[config.mk]
export PLATFORM = sky130hd
export DESIGN_NAME = serial_subtractor
export DESIGN_NICKNAME = d
export VERILOG_FILES = /design/src/rtl/serial_sub_pkg.sv /design/src/rtl/full_adder.sv /design/src/rtl/serial_subtractor.sv
export SDC_FILE = /design/constraint.sdc
export NUM_CORES = 1
export LEC_CHECK = 0
export CORE_MARGIN = 1.5
export CORE_UTILIZATION = 40
export DETAILED_ROUTE_END_ITERATION = 8
export GPL_ROUTABILITY_DRIVEN = 0
export GPL_TIMING_DRIVEN = 0
export REMOVE_ABC_BUFFERS = 1
export SLEW_MARGIN = 20
export SYNTH_ARGS = -nofsm -noshare
export SYNTH_HDL_FRONTEND = slang
export SYNTH_SLANG_ARGS = --single-unit
[constraint.sdc]
create_clock -name clk -period 3.3 [get_ports clk]
set_input_delay 0.495 -clock clk [delete_from_list [all_inputs] [get_ports clk]]
set_output_delay 0.495 -clock clk [all_outputs]
set_load 0.02 [all_outputs]
[src/rtl/serial_sub_pkg.sv]
// serial_sub_pkg: shared state encoding and default width for the bit-serial subtractor
package serial_sub_pkg;
  typedef enum logic [1:0] {IDLE, SHIFT, DONE} sub_state_t;
  localparam int DEFAULT_WIDTH = 8;
endpackage

[src/rtl/full_adder.sv]
// full_adder: single-bit combinational full adder used as a serial datapath slice
module full_adder (
  input  logic a,
  input  logic b,
  input  logic cin,
  output logic sum,
  output logic cout
);
  assign sum  = a ^ b ^ cin;
  assign cout = (a & b) | (cin & (a ^ b));
endmodule

[src/rtl/serial_subtractor.sv]
// serial_subtractor: LSB-first bit-serial a - b behind a start/done handshake
module serial_subtractor
  import serial_sub_pkg::*;
#(
  parameter int WIDTH = DEFAULT_WIDTH
) (
  input  logic             clk,
  input  logic             rst,
  input  logic             start,
  input  logic [WIDTH-1:0] a,
  input  logic [WIDTH-1:0] b,
  output logic             busy,
  output logic             done,
  output logic [WIDTH-1:0] diff,
  output logic             borrow_out,
  output logic             overflow
);
  localparam int CW = $clog2(WIDTH);
  sub_state_t       state_q;
  logic [CW-1:0]    cnt_q;
  logic [WIDTH-1:0] a_sr_q, b_sr_q, res_sr_q, diff_q, res_d;
  logic             carry_q, carry_d, sum, b_inv, last;
  logic             a_msb_q, b_msb_q, busy_q, done_q, borrow_q, ovf_q;
  assign b_inv = ~b_sr_q[0];
  full_adder u_fa (
    .a   (a_sr_q[0]),
    .b   (b_inv),
    .cin (carry_q),
    .sum (sum),
    .cout(carry_d)
  );
  assign res_d      = {sum, res_sr_q[WIDTH-1:1]};
  assign last       = cnt_q == CW'(WIDTH - 1);
  assign busy       = busy_q;
  assign done       = done_q;
  assign diff       = diff_q;
  assign borrow_out = borrow_q;
  assign overflow   = ovf_q;
  // Control FSM and serial datapath; results latch only on the final shift
  always_ff @(posedge clk or posedge rst) begin
    if (rst) begin
      state_q  <= IDLE;
      cnt_q    <= '0;
      a_sr_q   <= '0;
      b_sr_q   <= '0;
      res_sr_q <= '0;
      carry_q  <= 1'b0;
      a_msb_q  <= 1'b0;
      b_msb_q  <= 1'b0;
      busy_q   <= 1'b0;
      done_q   <= 1'b0;
      diff_q   <= '0;
      borrow_q <= 1'b0;
      ovf_q    <= 1'b0;
    end else begin
      case (state_q)
        IDLE: if (start) begin
          a_sr_q  <= a;
          b_sr_q  <= b;
          a_msb_q <= a[WIDTH-1];
          b_msb_q <= b[WIDTH-1];
          carry_q <= 1'b1;
          cnt_q   <= '0;
          busy_q  <= 1'b1;
          state_q <= SHIFT;
        end
        SHIFT: begin
          res_sr_q <= res_d;
          a_sr_q   <= a_sr_q >> 1;
          b_sr_q   <= b_sr_q >> 1;
          carry_q  <= carry_d;
          cnt_q    <= cnt_q + CW'(1);
          if (last) begin
            diff_q   <= res_d;
            borrow_q <= ~carry_d;
            ovf_q    <= (a_msb_q != b_msb_q) && (res_d[WIDTH-1] != a_msb_q);
            busy_q   <= 1'b0;
            done_q   <= 1'b1;
            state_q  <= DONE;
          end
        end
        DONE: begin
          done_q  <= 1'b0;
          state_q <= IDLE;
        end
        default: state_q <= IDLE;
      endcase
    end
  end
endmodule

Word level (Yosys, flattened, before mapping)
Cells that the tools add are included.

Word-level logic and storage cells: 53. Input port bits: 19. Flip-flop bits (word level): 44. Output and inout port bits: 12.

Reductions and logical operators: 10. Mux-type cells: 15. Equal/unequal tests: 7. Bitwise logic cells: 7. Add/subtract/negate cells: 1.

Operators by type and width (number): $pmux 8 s2 (2); $mux 8 (2); $reduce_and 2->1 (5); $pmux 1 s2 (3); $pmux 3 s2 (1); $mux 2 (2); $ne 2x2->1 const B (2); $pmux 2 s2 (1); $reduce_bool 2->1 (2); $add 3x1->3 const B (1); $eq 3x3->1 const B (1); $mux 1 (3); $mux 3 (1); $reduce_and 3->1 (1); $and 1x1->1 (2); $eq 2x1->1 const B (1); $eq 2x2->1 const B (1); $logic_not 2->1 (1); $ne 1x1->1 (2); $not 1->1 (2); $xor 1x1->1 (2); $logic_and 1x1->1 (1); $or 1x1->1 (1).

Depth between registers and ports, before layout
Gate-level depths: netlist of the first run.

Word-level depth: 5. Mapped depth: 6. Mapped depth without buffers: 5.

By module
A second synthesis of the first run with hierarchy kept.

Cell total of the unflattened synthesis: 163. Area total of the unflattened synthesis: 1874.3 um2.

By module, submodules not included: serial_subtractor (instances 1, sequential area each 1076.0 um2, area an instance 1854.3 um2, cells each 162); full_adder (instances 1, sequential area each 0.0 um2, area an instance 20.0 um2, cells each 1).

Least setup slack after synthesis of the first run
No wires, ideal clock.

Path kind: register -> register. From: register cnt_q[0]. To: register diff_q[0] (netlist: diff[0]). Arrival time: 1413 ps. Stages on the path, launching flop included: 6. Setup time: 128 ps. Required time: 3172 ps. Buffers on the path: 1. Setup slack: 1759 ps. Period minus slack after synthesis: 1541 ps. Path through: dfrtp_1 -> ha_1 -> ha_1 -> nand3b_1 -> buf_2 -> mux2_1.

Cells in the longest elaborated chain, start to end: 2.

RTL lines: start: declaration (line serial_subtractor.sv:20) `logic [CW-1:0] cnt_q;`; start signal: assignment (line serial_subtractor.sv:72) `cnt_q <= cnt_q + CW'(1);`; $eq 3x3->1 (line serial_subtractor.sv:33) `assign last = cnt_q == CW'(WIDTH - 1);`; $reduce_and 2->1 (no line); end signal: assignment (line serial_subtractor.sv:74) `diff_q <= res_d;`; end: declaration (line serial_subtractor.sv:21) `logic [WIDTH-1:0] a_sr_q, b_sr_q, res_sr_q, diff_q, res_d;`.

Every way passes these cells. A chain may end at the register's enable or synchronous reset.

Final worst setup path of the first run
From: register state_q[0]. To: register diff_q[3] (netlist: diff[3]).

Cells in the longest elaborated chain, start to end: 2.

RTL lines: start: declaration (line serial_subtractor.sv:19) `sub_state_t state_q;`; start signal: assignment (line serial_subtractor.sv:42) `state_q <= IDLE;`; start signal: assignment (line serial_subtractor.sv:65) `state_q <= SHIFT;`; start signal: assignment (line serial_subtractor.sv:79) `state_q <= DONE;`; $eq 2x1->1 (line serial_subtractor.sv:56) `case (state_q)`; $reduce_and 2->1 (no line).

Every way passes these cells.

==> impl_metrics.py, run 1 <==
metrics = {
    "global_route": {
        "antenna_found_initial": 0,
        "grt_first_pass_wirelength_mm": 5.95,
        "grt_overflow_total": 0,
        "first_global_vias": 1309,
        "grt_max_degree": 33,
        "grtUsageTotal": 0.149,
    },
    "synthesis": {
        "ys_types": 21,
        "syn-mean-instance-area_um2": 10.5,
        "ys_seq_area_frac": 0.575,
        "synth_edf_count": 0,
        "yosysWarnings": 0,
        "async_flop_share": 1.00,
        "ys_top_cells_by_count": "dfrtp_1 (43), nand2_1 (39), o21ai_0 (13)",
        "yosysTopAreaCell": "dfrtp_1",
        "ys.flop_type": "dfrtp_1",
        "synth.top_cell.area_share": 0.575,
        "yosysMostFrequentCell": "dfrtp_1",
        "synth-seq-cells": 43,
        "synthesis.instances": 178,
        "synthTopCellsByArea": "dfrtp_1 (57%), nand2_1 (7.8%), and3b_1 (4.2%)",
        "synth_area_um2": 1870,
    },
    "cells_and_area": {
        "antenna_cells": 0,
        "syn_to_final_growth_pct": 24.8,
        "stdcell_count": 258,
        "layout-drive-gt1-share": 0.0680,
        "fin_nets": 228,
        "fin_util": 0.529,
    },
    "cts": {
        "postCtsHoldBufs": 0,
        "clockBufferDepth": 2,
        "clock_latency_ns": 0.29,
        "cts-resized-gates": 0,
        "clk_pin_slew_ns": 0.08,
        "cts.htree.levels": 2,
        "clockRootBuffer": "clkbuf_8",
        "cts_tree": "done",
        "cts.sinks": 43,
        "numCtsBuffers": 5,
        "cts_setup_buffers": 0,
    },
    "route": {
        "drt-total-wl_mm": 3.35,
        "drtIter0Drc": 52,
        "via_per_inst": 5.14,
        "drc_errors": 0,
        "firstDrtPassIters": 4,
        "routedWlPerCell_um": 13.0,
        "ant_nets": 0,
        "vias": 1325,
    },
    "die": {
        "die-area_um2": 5100,
        "initial_core_util": 0.424,
        "rows": 24,
        "ios": 31,
        "die_x_um": 71.4,
        "die_h_um": 71.4,
        "core-area_um2": 4410,
    },
    "placed_design": {
        "io_buffers": 30,
        "dp_cells": 250,
        "dpl.hpwl_mm": 2.32,
    },
    "worst_setup_path": {
        "critPathBufInv": 0,
        "worstSetupPathType": "flip-flop to flip-flop",
        "reg2reg_from": "state_q[0]",
        "r2r_setup_slack_ns": 1.09,
        "crit_path_end_kind": "flip-flop",
        "cp_cell_sequence": "nand3b_1, mux2_1",
        "r2r_end": "diff[3]",
        "cp_max_fo": 32,
        "crit_required_ns": 3.48,
        "worstSetupStartpointType": "flip-flop",
        "cpPeakStageDelay_ns": 0.97,
        "crit_path_top_delay_cell": "dfrtp_1",
        "worstPathArrival_ns": 2.39,
        "reg2regPathDepth": 2,
        "path_delay_family": "flip-flops",
    },
    "timing": {
        "hold_violations": 0,
        "period_share": 0.669,
        "hold_slack_ns": 0.465,
        "period_minus_slack_ns": 2.21,
        "rsz0062_at_grt": "false",
        "slew_viol_final": 0,
        "tns_ns": 0,
        "maxSlewHeadroom": 0.370,
        "setup_viol": 0,
        "fin_worst_skew_ns": 0.00604,
        "max_freq_mhz": 453,
        "tightest_slew_ns": 0.945,
    },
    "pwr": {
        "p_leak_uw": 0.00108,
        "vdd_drop_max_mv": 0.393,
        "powerDensity_nw_per_um2": 903,
    },
    "outcome": {
        "status": "finished clean",
    },
    "flow_run": {
        "cap_violations": 0,
    },
    "worst_hold_path": {
        "hold_class": "input pin to async pin",
    },
}
per-stage QoR:
step,instance area (µm²),setup slack [ns],total power (µW)
finish,2340,1.09,2110
global route,2340,0.879,2270
CTS,2340,1.05,2140
detailed placement,2200,1.05,1660
global placement,2180,0.971,1620
floorplan,1820,1.57,1370
cells by family after synthesis:
| logic type | count (synthesis) | synth area share |
|---|---|---|
| buffers and inverters | 17 | 0.0408 |
| AOI/OAI and AO/OA | 44 | 0.139 |
| DFF | 43 | 0.575 |
| muxes | 10 | 0.0602 |
| and+or+nand+nor | 60 | 0.154 |
| adders and majority gates | 4 | 0.0308 |
power by group:
| part | internal [µW] | switching, µW | leakage, µW |
|---|---|---|---|
| registers | 749 | 176 | 0.000543 |
| clock network | 302 | 175 | 0.0000654 |
| logic | 351 | 355 | 0.000470 |
| total | 1400 | 707 | 0.00108 |
how the worst max path moves through the flow:
| stage | startpoint | endpoint | slack [ns] | cells after the start |
|---|---|---|---|---|
| after floorplan | state_q[0] | diff[0] | 1.57 | 2 |
| after global placement | rst | b_sr_q[2] | 0.97 | 2 |
| after detailed placement | start | a_msb_q | 1.05 | 4 |
| after CTS | state_q[0] | diff[3] | 1.05 | 2 |
| after global routing | state_q[0] | diff[3] | 0.88 | 2 |
| final | state_q[0] | diff[3] | 1.09 | 2 |
flip-flops by register name, indices dropped and copies added, names as in the netlist:
signal,cells
state_q,2
res_sr_q,7
carry_q,1
done,1
a_sr_q,8
b_msb_q,1
busy,1
borrow_out,1
a_msb_q,1
cnt_q,3
overflow,1
b_sr_q,8
diff,8
area by class of cell:
class | instances | area (µm²)
repair buffers | 31 | 320
well taps | 52 | 65.1
multi-input cells | 118 | 719
clock inverters | 2 | 60.1
inverters | 6 | 22.5
clock buffers | 6 | 72.6
fillers | 387 | 2080
flip-flops and latches | 43 | 1080
layout by cell type (no fill, tap or decap), drive strengths merged:
cell	instances
nand3b	1
buf	1
a21oi	12
dfrtp	43
fa	1
ha	3
nor2	5
a22oi	6
mux2	10
nand2	39
clkdlybuf4s50	30
a22o	3
nand2b	1
o21ai	22
bufinv	2
nor2b	5
and3b	9
clkbuf	6
inv	6
o21bai	1
metal layers:
layer  global-route usage  share of wire
met1                0.196           0.49
met2                0.236           0.45
met3               0.0478          0.047
met4               0.0503          0.015
met5                    0              0
worst reg2reg max path, stage by stage, from the launching register on:
cell      delay (ns)
dfrtp_1         0.97
nand3b_1        0.62
mux2_1          0.50
No activity file was read; power rests on OpenSTA's default activity.
==> run 2: changes to the inputs <==
Clock period 3.3 ns to 2.1 ns, I/O delays scaled along.
==> impl_metrics.py, run 2 (synthesized netlist as in run 1, its figures left out) <==
metrics = {
    "timing": {
        "hold_violations": 0,
        "tightest_slew_ns": 0.690,
        "setup_viol": 0,
        "period_minus_slack_ns": 1.83,
        "maxSlewHeadroom": 0.540,
        "rsz0062_at_grt": "false",
        "fin_worst_skew_ns": 0.00618,
        "slew_viol_final": 0,
        "max_freq_mhz": 545,
        "period_share": 0.874,
    },
    "cts": {
        "clk_pin_slew_ns": 0.08,
        "cts-resized-gates": 1,
        "cts_tree": "done",
        "cts.htree.levels": 2,
        "numCtsBuffers": 5,
        "cts_setup_buffers": 0,
        "clockBufferDepth": 2,
        "postCtsHoldBufs": 0,
        "clockRootBuffer": "clkbuf_8",
        "cts.sinks": 43,
        "clock_latency_ns": 0.29,
    },
    "cells_and_area": {
        "layout-drive-gt1-share": 0.0728,
        "layout_commonest_cell": "dfrtp_1",
        "fin_util": 0.529,
        "finalInstanceArea_um2": 2340,
        "syn_to_final_growth_pct": 24.9,
        "layout_common_cells": "dfrtp_1 (42), nand2_1 (39), clkdlybuf4s50_1 (30)",
        "fin_nets": 228,
        "antenna_cells": 0,
        "fill_cells": 388,
    },
    "route": {
        "via_per_inst": 5.15,
        "ant_nets": 0,
        "drc_errors": 0,
        "wl_met1_mm": 1.65,
        "routedWlPerCell_um": 13.1,
        "firstDrtPassIters": 4,
        "dr_wl_met2_mm": 1.51,
        "drt-total-wl_mm": 3.37,
        "wl_met3_um": 157,
        "top_layer_used": "met4",
        "vias": 1328,
        "drtIter0Drc": 64,
    },
    "die": {
        "die-area_um2": 5100,
        "ios": 31,
        "core-area_um2": 4410,
        "rows": 24,
        "initial_core_util": 0.424,
        "die_h_um": 71.4,
        "die_x_um": 71.4,
    },
    "worst_setup_path": {
        "crit_path_end_kind": "flip-flop",
        "cp_max_fo": 23,
        "reg2regPathDepth": 2,
        "worstSetupStartpointType": "flip-flop",
        "worstPathArrival_ns": 2.01,
        "crit_required_ns": 2.28,
        "worstSetupPathType": "flip-flop to flip-flop",
    },
    "global_route": {
        "antenna_found_initial": 0,
        "grt_overflow_total": 0,
        "grtUsageTotal": 0.150,
        "first_global_vias": 1327,
        "grt_first_pass_wirelength_mm": 5.98,
        "grt_max_degree": 33,
    },
    "pwr": {
        "powerDensity_nw_per_um2": 1420,
        "p_switching_uw": 1110,
        "internal_power_uw": 2200,
        "p_leak_uw": 0.00108,
        "power.share.combinational": 0.334,
        "power_frac_clock": 0.226,
        "sw_frac_of_total": 0.335,
        "p_seq_frac": 0.439,
        "vdd_drop_max_mv": 0.617,
        "power_uw": 3320,
    },
    "placed_design": {
        "dpl_cell_area_um2": 2200,
        "io_buffers": 30,
        "dpl.hpwl_mm": 2.32,
    },
    "worst_hold_path": {
        "hold_class": "input pin to async pin",
    },
    "flow_run": {
        "cap_violations": 0,
    },
    "outcome": {
        "status": "finished clean",
    },
}
[run 2: layout make-up]
type	instances	area (µm²)	share of cell area
Multi-Input combinational cell	118	719	0.308
Tap cell	52	65.1	0.0278
Timing Repair Buffer	31	320	0.137
Sequential cell	43	1080	0.461
Clock inverter	2	60.1	0.0257
Inverter	6	22.5	0.00964
Clock buffer	6	72.6	0.0310
[run 2: final timing paths]
path,slack (ns),startpoint,to
worst max-delay path,0.27,state_q[1],diff[3]
worst min-delay path,0.28,rst,b_msb_q
worst max register to register,0.27,state_q[1],diff[3]
worst min register to register,0.49,a_sr_q[1],a_sr_q[1]
max in group asynchronous,1.34,rst,state_q[0]
min in group clk,0.49,a_sr_q[1],a_sr_q[1]
[run 2: worst max-delay path, stage by stage (launching register included)]
cell	delay, ns
dfrtp_1	0.64
nand3b_1	0.60
mux2_1	0.48
[run 2: power by group through the flow]
stage | combinational (µW) | sequential (µW) | clock (µW)
after floorplan | 625 | 1520 | 0
final | 1110 | 1460 | 750
after detailed placement | 1130 | 1480 | 0
after global routing | 1250 | 1520 | 802
after CTS | 1130 | 1460 | 767
after global placement | 1080 | 1460 | 0
[run 2: routing by layer]
layer,vias to the layer above,global-route usage
li1,654,-
met3,6,0.0478
met1,639,0.192
met4,0,0.0503
met5,-,0
met2,29,0.241
[run 2: stage by stage]
stage / hold slack (ns) / setup slack, ns / std cells / setup TNS (ns)
3_5_place_dp: 0.467 / -0.150 / 250 / -0.961
3_3_place_gp: 0.455 / -0.0921 / 249 / -2.64
2_1_floorplan: 0.439 / 0.371 / 167 / 0
5_1_grt: 0.313 / 0.138 / 258 / 0
6_report: 0.285 / 0.265 / 258 / 0
4_1_cts: 0.289 / 0.223 / 258 / 0
==> edit: new RTL, config.mk and constraints of run 2 <==
Register the inputs `start`, `a` and `b` before use, with the module's reset. The logic sees them one clock later. Comments in the files are not updated.
--- a/src/rtl/serial_subtractor.sv
+++ b/src/rtl/serial_subtractor.sv
@@ -17,4 +17,21 @@
 );
   localparam int CW = $clog2(WIDTH);
+
+  logic start_q;
+  logic [WIDTH-1:0] a_q;
+  logic [WIDTH-1:0] b_q;
+
+  always_ff @(posedge clk or posedge rst) begin
+    if (rst) begin
+      start_q <= '0;
+      a_q     <= '0;
+      b_q     <= '0;
+    end else begin
+      start_q <= start;
+      a_q     <= a;
+      b_q     <= b;
+    end
+  end
+
   sub_state_t       state_q;
   logic [CW-1:0]    cnt_q;
@@ -55,9 +72,9 @@
     end else begin
       case (state_q)
-        IDLE: if (start) begin
-          a_sr_q  <= a;
-          b_sr_q  <= b;
-          a_msb_q <= a[WIDTH-1];
-          b_msb_q <= b[WIDTH-1];
+        IDLE: if (start_q) begin
+          a_sr_q  <= a_q;
+          b_sr_q  <= b_q;
+          a_msb_q <= a_q[WIDTH-1];
+          b_msb_q <= b_q[WIDTH-1];
           carry_q <= 1'b1;
           cnt_q   <= '0;
Behaviour: not the same (a bounded check fails within 4 cycles, from zero or initial values and one cycle with rst high).
==> edit against run 2 <==
  * Sequential cell count rose by 17
  * First-iteration DRC count fell by 4.7%
  * Routed wire length rose by 0.83%
  * Largest power group unchanged
  * Worst setup slack improved by 0.063 ns
  * Cell area rose by 25%
  * Critical path type unchanged
  * Critical endpoint is now b_sr_q[3]
  * Non-clock buffer count did not move
  * Power rose by 27%
  * Area after synthesis rose by 25%
==> edit: results <==
metrics = {
    "outcome": {
        "status": "finished clean",
    },
    "grt": {
        "groute.usage.overall": 0.130,
        "grt_pass1_vias": 1314,
        "gr-usage-met1": 0.159,
        "antenna_violations_before_repair": 0,
        "globalRoute.totalOverflow": 0,
        "grt_use_met3": 0.0391,
        "grt_max_degree": 50,
        "global_route_wire_length_before_repair_um": 5980,
        "globalRouteMet2Util": 0.196,
    },
    "finish": {
        "final_area_mm2": 0.00292,
        "fillers": 523,
        "antennaDiodeCount": 0,
        "fraction_of_layout_cells_with_a_size_suffix_above_1": 0.147,
        "layout.nets": 242,
    },
    "setup_path": {
        "critical-path-max-stage-delay_ns": 0.65,
        "regToRegSetupSlack_ns": 0.33,
        "cpMaxStageDelayCell": "sky130_fd_sc_hd__nor2b_4",
        "crit_fanout": 21,
        "critical-path-top-delay-family": "simple AND/OR/NAND/NOR gates",
        "timing.critical_path.arrival_ns": 1.96,
    },
    "placement": {
        "place_ws_ns": 0.179,
        "placement_cell_area_mm2": 0.00268,
        "dp_hpwl_um": 2150,
        "port-buffer-count": 30,
    },
    "logic_synthesis": {
        "synth_cell_types": 25,
        "async_flop_share": 1.00,
        "ys.flop_type": "sky130_fd_sc_hd__dfrtp_1",
        "synth_top_area_share": 0.644,
        "synth_common_cells": "sky130_fd_sc_hd__dfrtp_1 (60), sky130_fd_sc_hd__nand2_1 (40), sky130_fd_sc_hd__mux2i_1 (14), sky130_fd_sc_hd__o21ai_0 (12), sky130_fd_sc_hd__o21ai_1 (11)",
        "ys_top_cells_by_area": "sky130_fd_sc_hd__dfrtp_1 (64%), sky130_fd_sc_hd__nand2_1 (6.4%), sky130_fd_sc_hd__mux2i_1 (6.0%)",
        "ys_seq_area_frac": 0.644,
    },
    "clock_network": {
        "worst_setup_hold_path_clk_slew_ns": 0.06,
        "cts_max_level": 3,
        "cts_buffers": 9,
        "cts_resized": 0,
        "clockRootBuffer": "sky130_fd_sc_hd__clkbuf_8",
        "post_cts_buffers": 0,
        "skew_pair_late_insertion_delay_ns": 0.33,
    },
    "power_and_ir_drop": {
        "vdd_drop_max_uv": 597,
        "power.static_leakage_nw": 1.38,
    },
    "hold_path": {
        "hold_class": "in2async",
    },
    "routing": {
        "wl_per_cell_um": 11.5,
        "detail_route.first_pass.iterations": 4,
        "via_count": 1375,
        "first_iter_violations": 61,
    },
    "timing": {
        "timing.slew.headroom": 0.555,
        "finalWorstSetupSlack_ns": 0.329,
        "worst_clock_skew_ns": 0.00425,
        "final.hold.worst_slack_ns": 0.242,
    },
}
[edit: cell types whose count changed in the layout (fill, tap and decap cells not counted), sizes merged, moves of 2 or more]
| cell | delta |
|---|---|
| a21oi | -7 |
| a22oi | -6 |
| mux2i | +14 |
| dfrtp | +17 |
| clkbuf | +6 |
| and3b | -8 |
| nor2 | -2 |
| clkinv | +2 |
[edit: report_power, final]
part | internal [mW] | switching, mW | total (mW)
registers | 1.53 | 0.243 | 1.78
logic | 0.635 | 0.631 | 1.27
clock network | 0.761 | 0.417 | 1.18
total | 2.93 | 1.29 | 4.22
[edit: cell type report]
cell class                 instances  area share
sequential                        60       0.514
multi-input combinational        112       0.255
timing repair buffer              31       0.112
clock buffer                      12      0.0565
tap                               72      0.0308
clock inverter                     4      0.0240
inverter                           5     0.00728
[edit: worst paths after layout]
path                        startpoint           to  cells past startpoint
setup / recovery            state_q[0]    b_sr_q[3]                      3
hold / removal                     rst       b_q[5]                      2
setup reg to reg            state_q[0]    b_sr_q[3]                      3
hold reg to reg            res_sr_q[1]  res_sr_q[1]                      2
max in group asynchronous          rst  res_sr_q[3]                      3
min in group clk                  b[5]       b_q[5]                      1
[edit: stage by stage]
step	total power, mW	setup TNS, ns	std cells
6_report	4.22	0	296
3_3_place_gp	3.04	-44.68	279
2_1_floorplan	2.65	0	177
3_5_place_dp	3.10	0	280
5_1_grt	4.53	0	296
4_1_cts	4.29	0	296
[edit: cell families (layout without fill, tap and decap cells)]
group,count (synthesis),in the layout,synth area share
mux,24,24,0.108
simple gates,53,53,0.111
fa+ha+maj,4,4,0.0247
buf+inv,14,52,0.0392
compound gates,31,31,0.0725
flops,60,60,0.644
[edit: metal layers]
metal  vias to the layer above  wire [µm]
li1                        679          -
met1                       656       1570
met2                        31       1600
met3                         9        147
met4                         0         75
met5                         -          0
